`config.mk`:
```
export PLATFORM = sky130hd
export DESIGN_NAME = uart_rx_ext
export DESIGN_NICKNAME = d
export VERILOG_FILES = /design/src/rtl/uart_rx_ext.sv
export SDC_FILE = /design/constraint.sdc
export NUM_CORES = 1
export LEC_CHECK = 0
export BUFFER_PORTS_ARGS = -buffer_cell sky130_fd_sc_hd__buf_2
export CELL_PAD_IN_SITES_DETAIL_PLACEMENT = 0
export CELL_PAD_IN_SITES_GLOBAL_PLACEMENT = 2
export CORE_MARGIN = 2
export CORE_UTILIZATION = 35
export CTS_BUF_LIST = sky130_fd_sc_hd__clkbuf_16
export DETAILED_ROUTE_END_ITERATION = 8
export GPL_ROUTABILITY_DRIVEN = 0
export PLACE_DENSITY_LB_ADDON = 0.1
export REMOVE_ABC_BUFFERS = 1
export SYNTH_ARGS = -nofsm -noshare
export SYNTH_HDL_FRONTEND = slang
export SYNTH_SLANG_ARGS = --single-unit
```
`constraint.sdc`:
```
create_clock -name clk_i -period 7.9 [get_ports clk_i]
set_input_delay 0.79 -clock clk_i [delete_from_list [all_inputs] [get_ports clk_i]]
set_output_delay 0.79 -clock clk_i [all_outputs]
set_load 0.03 [all_outputs]
```
`src/rtl/uart_rx_ext.sv`:
```
// Configurable UART receiver: 5-8 data bits, optional even/odd parity,
// 1 or 2 stop bits, 3-sample majority voting, per-character error flags
// and a first-word-fall-through receive FIFO with sticky overrun.
module uart_rx_ext #(
    parameter int CNT_W      = 16,
    parameter int FIFO_DEPTH = 4
) (
    input  logic             clk_i,
    input  logic             rst_i,
    input  logic             rx_i,
    input  logic             en_i,
    input  logic [CNT_W-1:0] clks_per_bit_i,
    input  logic [1:0]       data_bits_i,
    input  logic             parity_en_i,
    input  logic             parity_odd_i,
    input  logic             stop2_i,
    output logic             sbit_o,
    output logic             busy_o,
    output logic             rx_valid_o,
    input  logic             rx_ready_i,
    output logic [7:0]       rx_data_o,
    output logic             rx_perr_o,
    output logic             rx_ferr_o,
    output logic             rx_brk_o,
    output logic             ovr_o,
    input  logic             ovr_clr_i
);

    localparam int PTR_W = (FIFO_DEPTH > 1) ? $clog2(FIFO_DEPTH) : 1;
    localparam logic [CNT_W-1:0] CNT_ONE  = CNT_W'(1);
    localparam logic [PTR_W-1:0] PTR_ONE  = PTR_W'(1);
    localparam logic [PTR_W:0]   FCNT_ONE = (PTR_W+1)'(1);
    localparam logic [PTR_W:0]   FULL_CNT = (PTR_W+1)'(FIFO_DEPTH);

    typedef enum logic [2:0] {
        ST_IDLE,
        ST_START,
        ST_DATA,
        ST_PARITY,
        ST_STOP,
        ST_WAIT_HIGH
    } state_t;

    // ---------------------------------------------------------------
    // Receiver state
    // ---------------------------------------------------------------
    logic             sync_meta_reg, sync_rx_reg;
    state_t           state_reg, state_next;
    logic [CNT_W-1:0] cnt_reg, cnt_next;
    logic [CNT_W-1:0] cpb_reg, cpb_next;
    logic [1:0]       dbits_reg, dbits_next;
    logic             par_en_reg, par_en_next;
    logic             par_odd_reg, par_odd_next;
    logic             stop2_reg, stop2_next;
    logic [2:0]       bit_idx_reg, bit_idx_next;
    logic             stop_idx_reg, stop_idx_next;
    logic [1:0]       samp_reg, samp_next;
    logic [7:0]       shift_reg, shift_next;
    logic             perr_reg, perr_next;
    logic             ferr_reg, ferr_next;
    logic             brk_reg, brk_next;
    logic             all_zero_reg, all_zero_next;

    logic             push;
    logic [10:0]      push_word;
    logic             sbit;
    logic             ferr_now, brk_now;

    logic [CNT_W-1:0] half, half_m1, half_p1;
    logic             in_frame, decide, vote, last_cnt;

    assign half     = cpb_reg >> 1;
    assign half_m1  = half - CNT_ONE;
    assign half_p1  = half + CNT_ONE;
    assign last_cnt = (cnt_reg == cpb_reg - CNT_ONE);
    assign in_frame = (state_reg == ST_START) || (state_reg == ST_DATA) ||
                      (state_reg == ST_PARITY) || (state_reg == ST_STOP);
    assign decide   = in_frame && (cnt_reg == half_p1);
    // Third sample is the live synchronised line at the decision point
    assign vote     = (samp_reg[0] & samp_reg[1]) | (samp_reg[0] & sync_rx_reg) |
                      (samp_reg[1] & sync_rx_reg);

    // Two-flop synchroniser for the asynchronous serial line (idles high)
    always_ff @(posedge clk_i) begin
        if (rst_i) begin
            sync_meta_reg <= 1'b1;
            sync_rx_reg   <= 1'b1;
        end else begin
            sync_meta_reg <= rx_i;
            sync_rx_reg   <= sync_meta_reg;
        end
    end

    // Frame state register and latched per-frame configuration
    always_ff @(posedge clk_i) begin
        if (rst_i) begin
            state_reg    <= ST_IDLE;
            cnt_reg      <= '0;
            cpb_reg      <= '0;
            dbits_reg    <= '0;
            par_en_reg   <= 1'b0;
            par_odd_reg  <= 1'b0;
            stop2_reg    <= 1'b0;
            bit_idx_reg  <= '0;
            stop_idx_reg <= 1'b0;
            samp_reg     <= '0;
            shift_reg    <= '0;
            perr_reg     <= 1'b0;
            ferr_reg     <= 1'b0;
            brk_reg      <= 1'b0;
            all_zero_reg <= 1'b0;
        end else begin
            state_reg    <= state_next;
            cnt_reg      <= cnt_next;
            cpb_reg      <= cpb_next;
            dbits_reg    <= dbits_next;
            par_en_reg   <= par_en_next;
            par_odd_reg  <= par_odd_next;
            stop2_reg    <= stop2_next;
            bit_idx_reg  <= bit_idx_next;
            stop_idx_reg <= stop_idx_next;
            samp_reg     <= samp_next;
            shift_reg    <= shift_next;
            perr_reg     <= perr_next;
            ferr_reg     <= ferr_next;
            brk_reg      <= brk_next;
            all_zero_reg <= all_zero_next;
        end
    end

    // Next-state logic: bit timing, majority sampling, error flags and push
    always_comb begin
        state_next    = state_reg;
        cnt_next      = cnt_reg;
        cpb_next      = cpb_reg;
        dbits_next    = dbits_reg;
        par_en_next   = par_en_reg;
        par_odd_next  = par_odd_reg;
        stop2_next    = stop2_reg;
        bit_idx_next  = bit_idx_reg;
        stop_idx_next = stop_idx_reg;
        samp_next     = samp_reg;
        shift_next    = shift_reg;
        perr_next     = perr_reg;
        ferr_next     = ferr_reg;
        brk_next      = brk_reg;
        all_zero_next = all_zero_reg;
        push          = 1'b0;
        push_word     = {brk_reg, ferr_reg, perr_reg, shift_reg};
        sbit          = 1'b0;
        ferr_now      = ferr_reg;
        brk_now       = brk_reg;

        if (in_frame) begin
            cnt_next = last_cnt ? '0 : cnt_reg + CNT_ONE;
            if (cnt_reg == half_m1) samp_next[0] = sync_rx_reg;
            if (cnt_reg == half)    samp_next[1] = sync_rx_reg;
        end

        case (state_reg)
            ST_IDLE: begin
                cnt_next = '0;
                if (en_i && !sync_rx_reg) begin
                    state_next    = ST_START;
                    sbit          = 1'b1;
                    cpb_next      = clks_per_bit_i;
                    dbits_next    = data_bits_i;
                    par_en_next   = parity_en_i;
                    par_odd_next  = parity_odd_i;
                    stop2_next    = stop2_i;
                    bit_idx_next  = '0;
                    stop_idx_next = 1'b0;
                    shift_next    = '0;
                    perr_next     = 1'b0;
                    ferr_next     = 1'b0;
                    brk_next      = 1'b0;
                    all_zero_next = 1'b1;
                end
            end
            ST_START: begin
                if (decide) begin
                    if (vote) begin
                        // False start: glitch shorter than half a bit
                        state_next = ST_IDLE;
                        cnt_next   = '0;
                    end else begin
                        state_next = ST_DATA;
                    end
                end
            end
            ST_DATA: begin
                if (decide) begin
                    shift_next[bit_idx_reg] = vote;
                    if (vote) all_zero_next = 1'b0;
                    bit_idx_next = bit_idx_reg + 3'd1;
                    if (bit_idx_reg == ({1'b0, dbits_reg} + 3'd4))
                        state_next = par_en_reg ? ST_PARITY : ST_STOP;
                end
            end
            ST_PARITY: begin
                if (decide) begin
                    perr_next = ((^shift_reg) ^ vote) != par_odd_reg;
                    if (vote) all_zero_next = 1'b0;
                    state_next = ST_STOP;
                end
            end
            ST_STOP: begin
                if (decide) begin
                    // Break is judged on the first stop bit only
                    brk_now   = (stop_idx_reg == 1'b0) ? (all_zero_reg & ~vote) : brk_reg;
                    ferr_now  = ferr_reg | ~vote | brk_now;
                    ferr_next = ferr_now;
                    brk_next  = brk_now;
                    if (stop_idx_reg == stop2_reg) begin
                        // Return early so a back-to-back start bit is caught
                        push       = 1'b1;
                        push_word  = {brk_now, ferr_now, perr_reg, brk_now ? 8'h00 : shift_reg};
                        state_next = sync_rx_reg ? ST_IDLE : ST_WAIT_HIGH;
                        cnt_next   = '0;
                    end else begin
                        stop_idx_next = 1'b1;
                    end
                end
            end
            ST_WAIT_HIGH: begin
                cnt_next = '0;
                if (sync_rx_reg) state_next = ST_IDLE;
            end
            default: begin
                state_next = ST_IDLE;
                cnt_next   = '0;
            end
        endcase

        // Disabling the receiver aborts the frame without pushing anything
        if (!en_i) begin
            state_next = ST_IDLE;
            cnt_next   = '0;
            push       = 1'b0;
        end
    end

    assign sbit_o = sbit;
    assign busy_o = (state_reg != ST_IDLE);

    // ---------------------------------------------------------------
    // Receive FIFO (first-word-fall-through)
    // ---------------------------------------------------------------
    logic [10:0]      mem [FIFO_DEPTH];
    logic [PTR_W-1:0] wr_ptr_reg, rd_ptr_reg;
    logic [PTR_W:0]   count_reg;
    logic             ovr_reg;
    logic             fifo_full, fifo_valid, pop, wr_en, overrun;
    logic [10:0]      head;

    assign fifo_full  = (count_reg == FULL_CNT);
    assign fifo_valid = (count_reg != '0);
    assign pop        = fifo_valid & rx_ready_i;
    // When full, a simultaneous pop frees the slot the write lands in
    assign wr_en      = push & (~fifo_full | pop);
    assign overrun    = push & fifo_full & ~pop;
    assign head       = mem[rd_ptr_reg];

    // Storage write; contents need no reset since reads are gated by count
    always_ff @(posedge clk_i) begin
        if (wr_en) mem[wr_ptr_reg] <= push_word;
    end

    // Pointer, occupancy and sticky overrun bookkeeping
    always_ff @(posedge clk_i) begin
        if (rst_i) begin
            wr_ptr_reg <= '0;
            rd_ptr_reg <= '0;
            count_reg  <= '0;
            ovr_reg    <= 1'b0;
        end else begin
            if (wr_en) wr_ptr_reg <= wr_ptr_reg + PTR_ONE;
            if (pop)   rd_ptr_reg <= rd_ptr_reg + PTR_ONE;
            case ({wr_en, pop})
                2'b10:   count_reg <= count_reg + FCNT_ONE;
                2'b01:   count_reg <= count_reg - FCNT_ONE;
                default: count_reg <= count_reg;
            endcase
            if (overrun)        ovr_reg <= 1'b1;
            else if (ovr_clr_i) ovr_reg <= 1'b0;
        end
    end

    assign rx_valid_o = fifo_valid;
    assign rx_data_o  = fifo_valid ? head[7:0] : 8'h00;
    assign rx_perr_o  = fifo_valid & head[8];
    assign rx_ferr_o  = fifo_valid & head[9];
    assign rx_brk_o   = fifo_valid & head[10];
    assign ovr_o      = ovr_reg;

endmodule

```
Word-level counts from Yosys, hierarchy flattened
Memory sizes are Yosys's and may differ from the RTL's. A register that Yosys moved wholly into a read port is not among the register bits.
Index checks and enable logic that the tools add are counted.
{"block": "totals", "ff_bits": 68, "latchBits": 0, "ramBits": 44, "rom_bits": 0, "input_bits": 27, "out_inout_bits": 15, "memories": 1}
{"block": "op_classes", "add_sub_neg": 10, "multipliers": 0, "div_mod_pow": 0, "n_lt_le_gt_ge": 2, "eq_ne": 26, "shift": 0, "mux": 61, "n_bitwise": 21, "n_reduce_logical": 28}
{"name": "mem", "words": 4, "width": 11, "read_ports": 1, "rd_clocked_by_memory_dff": 1, "write_ports": 1, "line_no": "249", "text": "logic [10:0] mem [FIFO_DEPTH];"}
{"operator": "$mux 16", "n": 6}
{"operator": "$eq 16x16->1", "n": 3}
{"operator": "$pmux 16 s3", "n": 1}
{"operator": "$mux 3", "n": 12}
{"operator": "$mux 11", "n": 3}
{"operator": "$mux 8", "n": 4}
{"operator": "$mux 1", "n": 21}
{"operator": "$pmux 3 s6", "n": 1}
{"operator": "$add 15x1->16 const B", "n": 1}
{"operator": "$add 16x1->16 const B", "n": 1}
{"operator": "$eq 16x15->1", "n": 1}
{"operator": "$pmux 8 s2", "n": 1}
{"operator": "$sub 15x1->16 const B", "n": 1}
{"operator": "$sub 16x1->16 const B", "n": 1}
{"operator": "$ne 2x2->1 const B", "n": 7}
{"operator": "$pmux 3 s2", "n": 2}
{"operator": "$reduce_bool 2->1", "n": 6}
{"operator": "$and 1x1->1", "n": 11}
{"operator": "$pmux 1 s2", "n": 5}
{"operator": "$eq 3x3->1 const B", "n": 3}
{"operator": "$reduce_and 3->1", "n": 3}
{"operator": "$bwmux 8", "n": 1}
{"operator": "$ne 2x1->1 const B", "n": 4}
{"operator": "$reduce_and 4->1", "n": 2}
{"operator": "27 further kinds", "n": 47}

Longest topological paths before layout
Gate-level depths: netlist of the first run.
{"block": "depth", "ltp_word": 11, "ltp_mapped": 14, "ltp_nobuf": 13}

Least setup slack after synthesis of the first run
Ideal clock, no wire load.
{"block": "synth_timing", "kind": "flip-flop to flip-flop", "start": "register cpb_reg[7]", "end": "memory mem[0][0] (enable)", "setup_time_ns": 0.393, "arrival_ns": 2.790, "t_required_ns": 7.507, "slack_ns": 4.717, "stages_incl_launch_ff": 9, "period_less_slack_ns": 3.183, "cell_sequence": "dfxtp_1 -> buf_2 -> nand3_1 -> nor4_1 -> xnor2_1 -> nand3_1 -> nor4b_1 -> nand3_1 -> nor3_1"}
{"block": "synth_via", "elab_chain_cells": 9}
{"item": "start, declared", "line_no": "50", "text": "logic [CNT_W-1:0] cpb_reg, cpb_next;"}
{"item": "start signal, assigned", "line_no": "115", "text": "cpb_reg <= cpb_next;"}
{"item": "$add 15x1->16", "line_no": "74", "text": "assign half_p1 = half + CNT_ONE;"}
{"item": "$eq 16x16->1", "line_no": "78", "text": "assign decide = in_frame && (cnt_reg == half_p1);"}
{"item": "$logic_and 1x1->1", "line_no": "78"}
{"item": "$mux 1", "line_no": "208", "text": "if (decide) begin"}
{"item": "$mux 1", "line_no": "160", "text": "case (state_reg)"}
{"item": "$mux 1", "line_no": "236", "text": "if (!en_i) begin"}
{"item": "$and 1x1->1", "line_no": "260", "text": "assign wr_en = push & (~fifo_full | pop);"}
{"item": "$mux 1", "line_no": "266", "text": "if (wr_en) mem[wr_ptr_reg] <= push_word;"}
{"item": "$mux 1 (implied by the code)", "line_no": "266"}
{"item": "end, declared", "line_no": "249"}
Every way passes these cells.

Worst setup path after layout of the first run
{"block": "layout_timing", "start": "register cpb_reg[3]", "end": "memory mem[0][1], data pin"}
{"block": "layout_via", "elab_chain_cells": 5}
{"item": "$add 15x1->16", "line_no": "74"}
{"item": "$eq 16x16->1", "line_no": "78"}
{"item": "$logic_and 1x1->1", "line_no": "78"}
{"item": "$mux 11", "line_no": "208"}
{"item": "$mux 11", "line_no": "160"}
{"item": "net push_word[1]", "line_no": "65", "text": "logic [10:0] push_word;"}
The timed path passes the listed nets, and every way through them passes these cells.

==> results of run 1 <==
per-layer routing:
metal,up-vias,wire length [um],global-route usage (%)
met5,-,0,0
met4,0,134,4.44
met3,13,1040,4.03
met2,165,7790,26.9
met1,2714,9810,29.3
li1,2723,-,-
power by group through the flow:
stage | Sequential, mW | Clock [mW] | Combinational (mW)
2_1_floorplan | 0.641 | 0 | 0.135
3_3_place_gp | 0.649 | 0 | 0.192
3_5_place_dp | 0.649 | 0 | 0.193
4_1_cts | 0.636 | 0.740 | 0.194
5_1_grt | 0.639 | 0.763 | 0.210
6_report | 0.636 | 0.722 | 0.192
layout make-up:
type	count	area, um2
Clock buffer	17	425
Clock inverter	15	128
Fill cell	1962	11500
Inverter	20	75.1
Multi-Input combinational cell	551	3780
Sequential cell	114	2720
Tap cell	265	332
Timing Repair Buffer	53	295
critical path, cell delays in order (launching register included):
cell and delay, ps:
dfxtp_1 780, nand4_1 390, nor4_1 410, xnor2_1 200
nor4bb_1 430, o211ai_1 140, buf_4 240, a2111oi_4 670
nor2b_1 210
path summary, 6_finish.rpt:
kind,end,slack (ps),cells after the start
worst max-delay path,mem[0][1],4120,8
worst min-delay path,sync_rx_reg,430,1
worst min register to register,sync_rx_reg,430,1
worst max register to register,mem[0][1],4120,8
cell usage after synthesis, drive strengths merged, types with 13 or more instances:
cell	n
a21oi	40
and3	14
buf	19
clkbuf	35
dfxtp	70
edfxtp	44
inv	20
mux2i	14
nand2	90
nand3	24
nand4	13
nor2	40
nor2b	29
nor3	21
nor4	32
o21ai	16
xnor2	46
xor2	28
logic make-up (layout without fill, tap and decap cells):
group	after synthesis	after routing	share of synthesized area (%)
flip-flops	114	114	40.0
buffers and inverters	74	105	4.59
AND/OR/NAND/NOR	316	316	24.7
adder cells (fa/ha/maj)	10	10	1.95
XOR/XNOR	74	74	9.63
multiplexers	28	28	6.19
AO/OA/AOI/OAI	123	123	13.0
per-stage QoR:
step                setup WS, ps  cells  total power [mW]  instance area, um2  hold slack, ps
floorplan                   4540    685             0.777                6570             389
global placement            4260   1003             0.841                7200             401
detailed placement          4180   1003             0.842                7200             407
CTS                         4170   1035              1.57                7750             439
global route                3770   1035              1.61                7750             467
finish                      4120   1035              1.55                7750             427
==> tab_implementation.tex, run 1 <==
\begin{tabular}{lr}
\hline
Metric & Value \\
\hline
\multicolumn{2}{l}{\textbf{CTS}} \\
\quad Clock buffers created by TritonCTS & 17 \\
\quad Clock-pin slew of the registers on the worst-case setup and hold paths & 60 ps \\
\quad Number of buffers added to fix hold violations after cts & 0 \\
\quad Clock tree from TritonCTS & yes \\
\quad Clock latency reported for the late side of the worst-skew pair & about 420 ps \\
\quad Clk sink count & $\sim$110 \\
\quad Maximum count of clock buffers along a single path & 2 \\
\quad Clock Root Buffer & clkbuf\_16 \\
\quad CTS resizes & 0 \\
\quad H-Tree Depth & 4 \\
\quad Post-CTS setup-driven buffer insertion count & 0 \\
\multicolumn{2}{l}{\textbf{Setup path}} \\
\quad Element type at the critical path start & flip-flop \\
\quad CP Launch Point & cpb\_reg[3] \\
\quad Critical path class & flip-flop to flip-flop \\
\quad CP Capture Type & flip-flop \\
\quad Data required time at the worst endpoint & around 8000 ps \\
\quad Signal arrival time at the worst endpoint & slightly below 4000 ps \\
\quad Critical path fanouts, max & 20 \\
\quad Beginning of the worst register-to-register path & cpb\_reg[3] \\
\multicolumn{2}{l}{\textbf{Logic synthesis}} \\
\quad Cell type with the highest aggregate area in the netlist & dfxtp\_1 \\
\quad Number of instances in the synthesized netlist & around 740 \\
\quad Synthesized cell area & 0.00681 mm2 \\
\quad Post-synthesis cell type count & 75 \\
\quad Seq cells post-synth & approximately 110 \\
\quad Share of the synthesized area in the top cell type & approximately a fifth \\
\quad EDFF count, synth & 44 \\
\quad Average instance area after synthesis & 9.22 um2 \\
\quad Synthesis warning total & 0 \\
\quad Main area contributors after synthesis & dfxtp\_1 (21\%), edfxtp\_1 (19\%), xnor2\_1 (5.9\%) \\
\quad Seq/Total Area, Yosys & 40.0\% \\
\quad Prevailing post-synth register cell & dfxtp\_1 \\
\quad Proportion of synthesized flip-flops having asynchronous set or reset & 0\% \\
\multicolumn{2}{l}{\textbf{Hold path}} \\
\quad Start point of the worst hold path & sync\_meta\_reg \\
\quad Type of the tightest min-delay check & flip-flop to flip-flop \\
\multicolumn{2}{l}{\textbf{Finish}} \\
\quad Most common cell after layout, fill and taps aside & nand2\_1 \\
\quad Layout cell share with drive strength beyond 1 & 14.7\% \\
\quad Flip-flop count of the largest register after layout & 44 \\
\quad Signed area change from the synthesized netlist to the final layout & 13.8\% \\
\quad Most frequent cells in the layout & nand2\_1 (90), dfxtp\_1 (70), xnor2\_1 (46), edfxtp\_1 (44), buf\_2 (41) \\
\quad Layout Utilization & 40.2\% \\
\quad Net count reported at finish & just under 800 \\
\quad Antenna cell count & 0 \\
\multicolumn{2}{l}{\textbf{STA}} \\
\quad Max-slew violations & 0 \\
\quad Clock skew after layout & around 6.6 ps \\
\quad Worst-case headroom to the max-slew limit & around 30\% \\
\quad Time the worst path needs with I/O delays and setup & about 3800 ps \\
\quad Transition at the pin with the smallest max-transition slack & 1040 ps \\
\quad RSZ-0062 raised after global routing & no \\
\quad Share of the clock period used by the worst path after layout & a little under half \\
\quad Maximum clock rate & $\sim$260 MHz \\
\quad Summed negative setup slack over all endpoints & 0 ps \\
\quad Count of endpoints failing setup in the final report & 0 \\
\quad Hold Violations, Final & 0 \\
\multicolumn{2}{l}{\textbf{Floorplan}} \\
\quad I/O pins & 42 \\
\quad Die Y & around 140 um \\
\quad Die area & between 0.02 and 0.025 mm2 \\
\quad Std-Cell Rows & 51 \\
\quad Starting density of the core & 35.3\% \\
\quad Horizontal extent of the die & between 100 and 150 um \\
\quad Standard cell core area & 0.0193 mm2 \\
\multicolumn{2}{l}{\textbf{GRT}} \\
\quad Vias in the first global route & around 5200 \\
\quad Overall fraction of global-route tracks in use & a little under a fifth \\
\quad Number of antenna violations at the first check in global routing & 0 \\
\quad Maximum number of pins on one net before global-route repair & 48 \\
\quad Wire length of the first global-routing pass & approximately 30000 um \\
\quad Residual overflow from global routing & 0 \\
\multicolumn{2}{l}{\textbf{Pwr}} \\
\quad Clock share of power & a little under half \\
\quad Internal power & approximately 1.1 mW \\
\quad Static leakage & between 2 and 3 nW \\
\quad Reg power frac & between 40\% and 50\% \\
\quad Pwr Density & approximately 200 mW/mm2 \\
\quad Peak supply drop & 0.000131 V \\
\quad Share of total power in combinational logic & $\sim$12\% \\
\quad Net Sw Power & 0.450 mW \\
\quad Switching share of total power & about 29\% \\
\multicolumn{2}{l}{\textbf{Drt}} \\
\quad Iteration count of the initial detailed-routing pass & 5 \\
\quad DR WL/cell & $\sim$18 um \\
\quad Violation count after the first detailed-routing iteration & $\sim$430 \\
\quad Total wire length & 18800 um \\
\quad Via count & roughly 5600 \\
\quad Antenna-violating nets left & 0 \\
\quad Via count normalized by instance count & between 5 and 6 \\
\quad Number of remaining DRC errors & 0 \\
\multicolumn{2}{l}{\textbf{Place}} \\
\quad HPWL after detailed placement & roughly 14000 um \\
\quad Port buffer count & just over 40 \\
\multicolumn{2}{l}{\textbf{Run}} \\
\quad Max cap viols & 0 \\
\multicolumn{2}{l}{\textbf{Run status}} \\
\quad Run status & complete, no violations \\
\hline
\end{tabular}
Power figures use the tool's default switching activity.
==> run 2: changes to the inputs <==
- clock period: 7.9 -> 3.8 ns (I/O delays scaled with it)
==> run 2 against run 1 <==
Critical path depth up 3. Sequential share of layout area down 0.65 points. Largest cell class unchanged. Critical path type unchanged. Cell area up 1.9%. Highest routed layer unchanged. Final cell count up 1.5%. Register-to-register slack worse by 3800 ps. Non-clock buffer count up 16. Worst setup slack worse by 3800 ps. Count of clock-buffer cells in the layout unchanged. Via count down 0.25%.
==> tab_implementation.tex, run 2 (synthesized netlist as in run 1, its figures left out) <==
\begin{tabular}{lr}
\hline
Metric & Value \\
\hline
\multicolumn{2}{l}{\textbf{Floorplan}} \\
\quad Die Y & approximately 140 um \\
\quad Std-Cell Rows & a little over 50 \\
\quad I/O pins & 42 \\
\quad Starting density of the core & $\sim$35\% \\
\quad Standard cell core area & between 0.015 and 0.02 mm2 \\
\quad Die area & between 0.02 and 0.025 mm2 \\
\quad Horizontal extent of the die & 144 um \\
\multicolumn{2}{l}{\textbf{Setup path}} \\
\quad Critical path class & flip-flop to flip-flop \\
\quad Signal arrival time at the worst endpoint & roughly 3700 ps \\
\quad CP Capture Type & flip-flop \\
\quad Element type at the critical path start & flip-flop \\
\quad Critical path fanouts, max & 13 \\
\quad Data required time at the worst endpoint & 4100 ps \\
\multicolumn{2}{l}{\textbf{Drt}} \\
\quad Via count & 5601 \\
\quad DR WL/cell & around 18 um \\
\quad Total wire length & between 15000 and 20000 um \\
\quad Via count normalized by instance count & between 5 and 6 \\
\quad Number of remaining DRC errors & 0 \\
\quad Violation count after the first detailed-routing iteration & between 300 and 400 \\
\quad Antenna-violating nets left & 0 \\
\quad Iteration count of the initial detailed-routing pass & 5 \\
\multicolumn{2}{l}{\textbf{CTS}} \\
\quad Number of buffers added to fix hold violations after cts & 0 \\
\quad Clock-pin slew of the registers on the worst-case setup and hold paths & around 50 ps \\
\quad Clock tree from TritonCTS & yes \\
\quad H-Tree Depth & 4 \\
\quad Post-CTS setup-driven buffer insertion count & 0 \\
\quad Clock buffers created by TritonCTS & 17 \\
\quad CTS resizes & 0 \\
\quad Clk sink count & between 100 and 150 \\
\quad Clock latency reported for the late side of the worst-skew pair & between 400 and 500 ps \\
\quad Clock Root Buffer & clkbuf\_16 \\
\quad Maximum count of clock buffers along a single path & 2 \\
\multicolumn{2}{l}{\textbf{Run}} \\
\quad Max cap viols & 0 \\
\multicolumn{2}{l}{\textbf{Pwr}} \\
\quad Switching share of total power & about 25\% \\
\quad Share of total power in combinational logic & about an eighth \\
\quad Pwr Density & about 420 mW/mm2 \\
\quad Clock share of power & a little under half \\
\quad Peak supply drop & $\sim$0.00028 V \\
\quad Reg power frac & about two fifths \\
\quad Static leakage & roughly 2.9 nW \\
\quad Internal power & 2.45 mW \\
\quad Design Power & 3.28 mW \\
\quad Net Sw Power & approximately 0.83 mW \\
\multicolumn{2}{l}{\textbf{STA}} \\
\quad Share of the clock period used by the worst path after layout & between 90\% and 100\% \\
\quad Time the worst path needs with I/O delays and setup & about 3400 ps \\
\quad RSZ-0062 raised after global routing & no \\
\quad Worst-case headroom to the max-slew limit & about 38\% \\
\quad Count of endpoints failing setup in the final report & 0 \\
\quad Summed negative setup slack over all endpoints & 0 ps \\
\quad Transition at the pin with the smallest max-transition slack & 922 ps \\
\quad Clock skew after layout & around 11 ps \\
\quad Maximum clock rate & 290 MHz \\
\quad Setup WS post-layout & 356 ps \\
\quad Max-slew violations & 0 \\
\quad Hold Violations, Final & 0 \\
\multicolumn{2}{l}{\textbf{Finish}} \\
\quad Fillers & slightly below 2000 \\
\quad Layout cell share with drive strength beyond 1 & between 10\% and 20\% \\
\quad Layout Utilization & around 41\% \\
\quad Flip-flop count of the largest register after layout & 44 \\
\quad Antenna cell count & 0 \\
\quad Most common cell after layout, fill and taps aside & nand2\_1 \\
\quad Most frequent cells in the layout & nand2\_1 (90), dfxtp\_1 (70), xnor2\_1 (46), edfxtp\_1 (44), buf\_2 (41) \\
\quad Layout Cell Area excl Fill & between 0.007 and 0.008 mm2 \\
\quad Net count reported at finish & 810 \\
\quad Signed area change from the synthesized netlist to the final layout & 16.0\% \\
\multicolumn{2}{l}{\textbf{GRT}} \\
\quad Vias in the first global route & $\sim$5300 \\
\quad Overall fraction of global-route tracks in use & a little under a fifth \\
\quad Maximum number of pins on one net before global-route repair & 32 \\
\quad Residual overflow from global routing & 0 \\
\quad Wire length of the first global-routing pass & 29600 um \\
\quad Number of antenna violations at the first check in global routing & 0 \\
\multicolumn{2}{l}{\textbf{Place}} \\
\quad Cell area after placement & roughly 0.0073 mm2 \\
\quad Port buffer count & 41 \\
\quad HPWL after detailed placement & $\sim$14000 um \\
\quad Worst Setup Slack post-DPL & between 200 and 250 ps \\
\multicolumn{2}{l}{\textbf{Hold path}} \\
\quad Type of the tightest min-delay check & primary input to flip-flop \\
\multicolumn{2}{l}{\textbf{Run status}} \\
\quad Run status & complete, no violations \\
\hline
\end{tabular}
==> run 2: cell count changes in the layout (fill, tap and decap cells not counted), moves of 3 or more <==
cell       before  now
buf_4          12   28
bufinv_16       0    3
clkinv_2        0    3
clkinv_4        5    0
inv_6           4    0
==> run 2: final timing paths <==
kind	startpoint	to	slack [ps]	cells after the start
setup / recovery	cpb_reg[2]	count_reg[2]	360	11
hold / removal	rx_i	sync_meta_reg	150	2
setup reg to reg	cpb_reg[2]	count_reg[2]	360	11
hold reg to reg	sync_meta_reg	sync_rx_reg	420	1
==> run 2: layout make-up <==
class / count / area [um2] / area share [%]
Sequential cell: 114 / 2720 / 34.5
Timing Repair Buffer: 69 / 415 / 5.26
Clock inverter: 15 / 154 / 1.95
Tap cell: 265 / 332 / 4.20
Inverter: 20 / 75.1 / 0.950
Clock buffer: 17 / 425 / 5.38
Multi-Input combinational cell: 551 / 3780 / 47.8
==> run 2: metal layers <==
metal / part of all wire (%) / track usage, % / vias to the layer above
met5: 0 / 0 / -
met4: 1.6 / 6.71 / 0
met3: 3.5 / 3.33 / 19
met2: 42 / 26.7 / 128
met1: 53 / 29.0 / 2699
li1: - / - / 2755
==> run 2: power by group through the flow <==
stage | Sequential (mW) | Clock (mW) | Combinational, mW
6_report | 1.31 | 1.57 | 0.396
5_1_grt | 1.32 | 1.67 | 0.432
4_1_cts | 1.32 | 1.61 | 0.399
3_5_place_dp | 1.34 | 0 | 0.397
3_3_place_gp | 1.34 | 0 | 0.393
2_1_floorplan | 1.33 | 0 | 0.271
==> run 2: per-stage QoR <==
stage                     std cells  hold WS, ps
after floorplan                 685          389
after global placement         1018          400
after global routing           1051          147
final                          1051          148
after detailed placement       1018          406
after CTS                      1050          131
==> run 2: critical path: stages (launching register included) <==
cell	delay (ps)
dfxtp_1	580
nand4_1	330
or3_1	430
a2111oi_4	430
o21ai_2	140
a2111oi_4	460
nand2b_1	190
fa_1	270
nand2b_1	130
a21oi_1	70
a41oi_1	170
nand3_1	100
==> run 3: changes to the inputs <==
- CORE_UTILIZATION: 35 -> 39
==> run 3 against run 2 <==
Count of clock-buffer cells in the layout grew 2. Critical endpoint is now mem[3][9]. Largest power group unchanged. Highest routed layer unchanged. Largest cell class unchanged. Sequential cell count did not move. Critical path depth is 4 lower.
==> tab_implementation.tex, run 3 (synthesized netlist as in run 1, its figures left out) <==
\begin{tabular}{lr}
\hline
Metric & Value \\
\hline
\multicolumn{2}{l}{\textbf{Place}} \\
\quad HPWL after detailed placement & between 10000 and 15000 um \\
\quad Port buffer count & 41 \\
\quad Cell area after placement & between 0.007 and 0.008 mm2 \\
\quad Number of cells in the design after placement & roughly 980 \\
\multicolumn{2}{l}{\textbf{Hold path}} \\
\quad Start point of the worst hold path & rx\_i \\
\quad Type of the tightest min-delay check & primary input to flip-flop \\
\quad Endpoint of the worst hold-timing path & sync\_meta\_reg \\
\quad Cells on Worst Hold Path & 2 \\
\multicolumn{2}{l}{\textbf{Finish}} \\
\quad Layout Cell Area excl Fill & $\sim$0.0079 mm2 \\
\quad Most common cell after layout, fill and taps aside & nand2\_1 \\
\quad Number of cells in the finished layout apart from fillers & a little over 1000 \\
\quad Antenna cell count & 0 \\
\quad Layout cell share with drive strength beyond 1 & between 15 and 20\% \\
\quad Net count reported at finish & around 810 \\
\quad Flip-flop count of the largest register after layout & 44 \\
\quad Signed area change from the synthesized netlist to the final layout & 15.9\% \\
\quad Layout Utilization & between 40\% and 50\% \\
\quad Most frequent cells in the layout & nand2\_1 (90), dfxtp\_1 (70), xnor2\_1 (46), edfxtp\_1 (44), buf\_2 (41) \\
\multicolumn{2}{l}{\textbf{Setup path}} \\
\quad CP Capture Type & flip-flop \\
\quad FF-to-FF setup slack & roughly 470 ps \\
\quad Slowest Stage Delay on Critical Path & roughly 590 ps \\
\quad Reg-to-Reg End & mem[3][9] \\
\quad Slowest cell on the critical path & dfxtp\_1 \\
\quad FF-to-FF path depth & 7 \\
\quad Beginning of the worst register-to-register path & cpb\_reg[2] \\
\quad Sequence of cells on the critical path & nand4\_1 -> nor4\_1 -> xnor2\_1 -> nor4bb\_1 -> o211ai\_1 -> or3\_1 -> o21bai\_1 \\
\quad Critical path fanouts, max & 13 \\
\quad Critical path class & flip-flop to flip-flop \\
\quad Element type at the critical path start & flip-flop \\
\quad Data required time at the worst endpoint & $\sim$4000 ps \\
\quad Signal arrival time at the worst endpoint & between 3000 and 4000 ps \\
\multicolumn{2}{l}{\textbf{CTS}} \\
\quad Post-CTS setup-driven buffer insertion count & 0 \\
\quad Clock latency reported for the late side of the worst-skew pair & $\sim$420 ps \\
\quad Clock-pin slew of the registers on the worst-case setup and hold paths & 60 ps \\
\quad Maximum count of clock buffers along a single path & 2 \\
\quad Clock tree from TritonCTS & yes \\
\quad Clock Root Buffer & clkbuf\_16 \\
\quad Clock buffers created by TritonCTS & 17 \\
\quad Number of buffers added to fix hold violations after cts & 0 \\
\quad Clk sink count & 114 \\
\quad H-Tree Depth & 4 \\
\quad CTS resizes & 0 \\
\multicolumn{2}{l}{\textbf{STA}} \\
\quad Transition at the pin with the smallest max-transition slack & $\sim$1100 ps \\
\quad Share of the clock period used by the worst path after layout & slightly below 90\% \\
\quad Hold Violations, Final & 0 \\
\quad Maximum clock rate & between 300 and 400 MHz \\
\quad RSZ-0062 raised after global routing & no \\
\quad Max-slew violations & 0 \\
\quad Time the worst path needs with I/O delays and setup & between 3000 and 4000 ps \\
\quad Summed negative setup slack over all endpoints & 0 ps \\
\quad Worst-case headroom to the max-slew limit & between 20\% and 30\% \\
\quad Clock skew after layout & approximately 19 ps \\
\quad Count of endpoints failing setup in the final report & 0 \\
\multicolumn{2}{l}{\textbf{GRT}} \\
\quad Vias in the first global route & $\sim$5400 \\
\quad Maximum number of pins on one net before global-route repair & 31 \\
\quad Residual overflow from global routing & 0 \\
\quad Wire length of the first global-routing pass & just under 30000 um \\
\quad Number of antenna violations at the first check in global routing & 0 \\
\quad Overall fraction of global-route tracks in use & 20.4\% \\
\multicolumn{2}{l}{\textbf{Floorplan}} \\
\quad I/O pins & 42 \\
\quad Starting density of the core & between 30\% and 40\% \\
\quad Die Y & roughly 140 um \\
\quad Std-Cell Rows & 48 \\
\quad Die area & between 0.015 and 0.02 mm2 \\
\quad Horizontal extent of the die & around 140 um \\
\quad Standard cell core area & about 0.017 mm2 \\
\multicolumn{2}{l}{\textbf{Pwr}} \\
\quad Peak supply drop & about 0.00033 V \\
\quad Pwr Density & about 420 mW/mm2 \\
\quad Static leakage & 2.89 nW \\
\multicolumn{2}{l}{\textbf{Drt}} \\
\quad Iteration count of the initial detailed-routing pass & 4 \\
\quad Via count normalized by instance count & 5.57 \\
\quad Number of remaining DRC errors & 0 \\
\quad Via count & $\sim$5600 \\
\quad Violation count after the first detailed-routing iteration & approximately 460 \\
\quad Antenna-violating nets left & 0 \\
\quad DR WL/cell & roughly 18 um \\
\quad Total wire length & about 18000 um \\
\multicolumn{2}{l}{\textbf{Run}} \\
\quad Max cap viols & 0 \\
\multicolumn{2}{l}{\textbf{Run status}} \\
\quad Run status & complete, no violations \\
\hline
\end{tabular}
-- run 3: cell count changes in the layout (fill, tap and decap cells not counted), sizes merged --
cell | before | now
clkinvlp | 4 | 2
bufinv | 3 | 1
clkbuf | 17 | 19
inv | 23 | 25
buf | 69 | 72
-- run 3: per-layer routing --
metal  part of all wire (%)  routed length [um]  up-vias  track usage (%)
met2                     42                7530      154             29.1
li1                       -                   -     2767                -
met4                   0.56                 101        0             5.38
met5                      0                   0        -                0
met1                     52                9390     2717             31.1
met3                    5.4                 974        9             4.29
-- run 3: through the flow --
step / setup slack (ps) / hold slack, ps / power, mW
after detailed placement: 248 / 398 / 1.73
after floorplan: 444 / 389 / 1.60
after CTS: 215 / 150 / 3.34
final: 472 / 168 / 3.30
after global routing: 200 / 159 / 3.43
after global placement: 312 / 402 / 1.73
-- run 3: power breakdown --
part           switching (mW)  internal (mW)  total, mW
Sequential             0.0351           1.28       1.31
Clock                   0.613          0.983       1.60
Combinational           0.236          0.160      0.395
Total                   0.884           2.42       3.30
-- run 3: final cells by class --
cell class / count / area (um2)
repair buffers: 72 / 438
inverters: 20 / 75.1
well taps: 225 / 282
clock inverters: 13 / 123
clock buffers: 19 / 475
multi-input cells: 551 / 3780
fillers: 1713 / 9290
flip-flops and latches: 114 / 2720
-- run 3: worst max-delay path by stage --
stage | endpoint | slack (ps) | from | cells past startpoint
2_1_floorplan | mem[0][0] | 440 | cpb_reg[3] | 7
3_3_place_gp | mem[0][5] | 310 | cpb_reg[2] | 7
3_5_place_dp | mem[0][7] | 250 | cpb_reg[2] | 7
4_1_cts | mem[3][7] | 210 | cpb_reg[2] | 7
5_1_grt | mem[1][1] | 200 | cpb_reg[2] | 9
6_report | mem[3][9] | 470 | cpb_reg[2] | 7
-- run 3: critical path: cells and delay by family (launching register included) --
kind | cells | cell delay (ps)
flip-flops | 1 | 590
XOR/XNOR | 1 | 210
AO/OA/AOI/OAI | 2 | 690
AND/OR/NAND/NOR | 4 | 1610
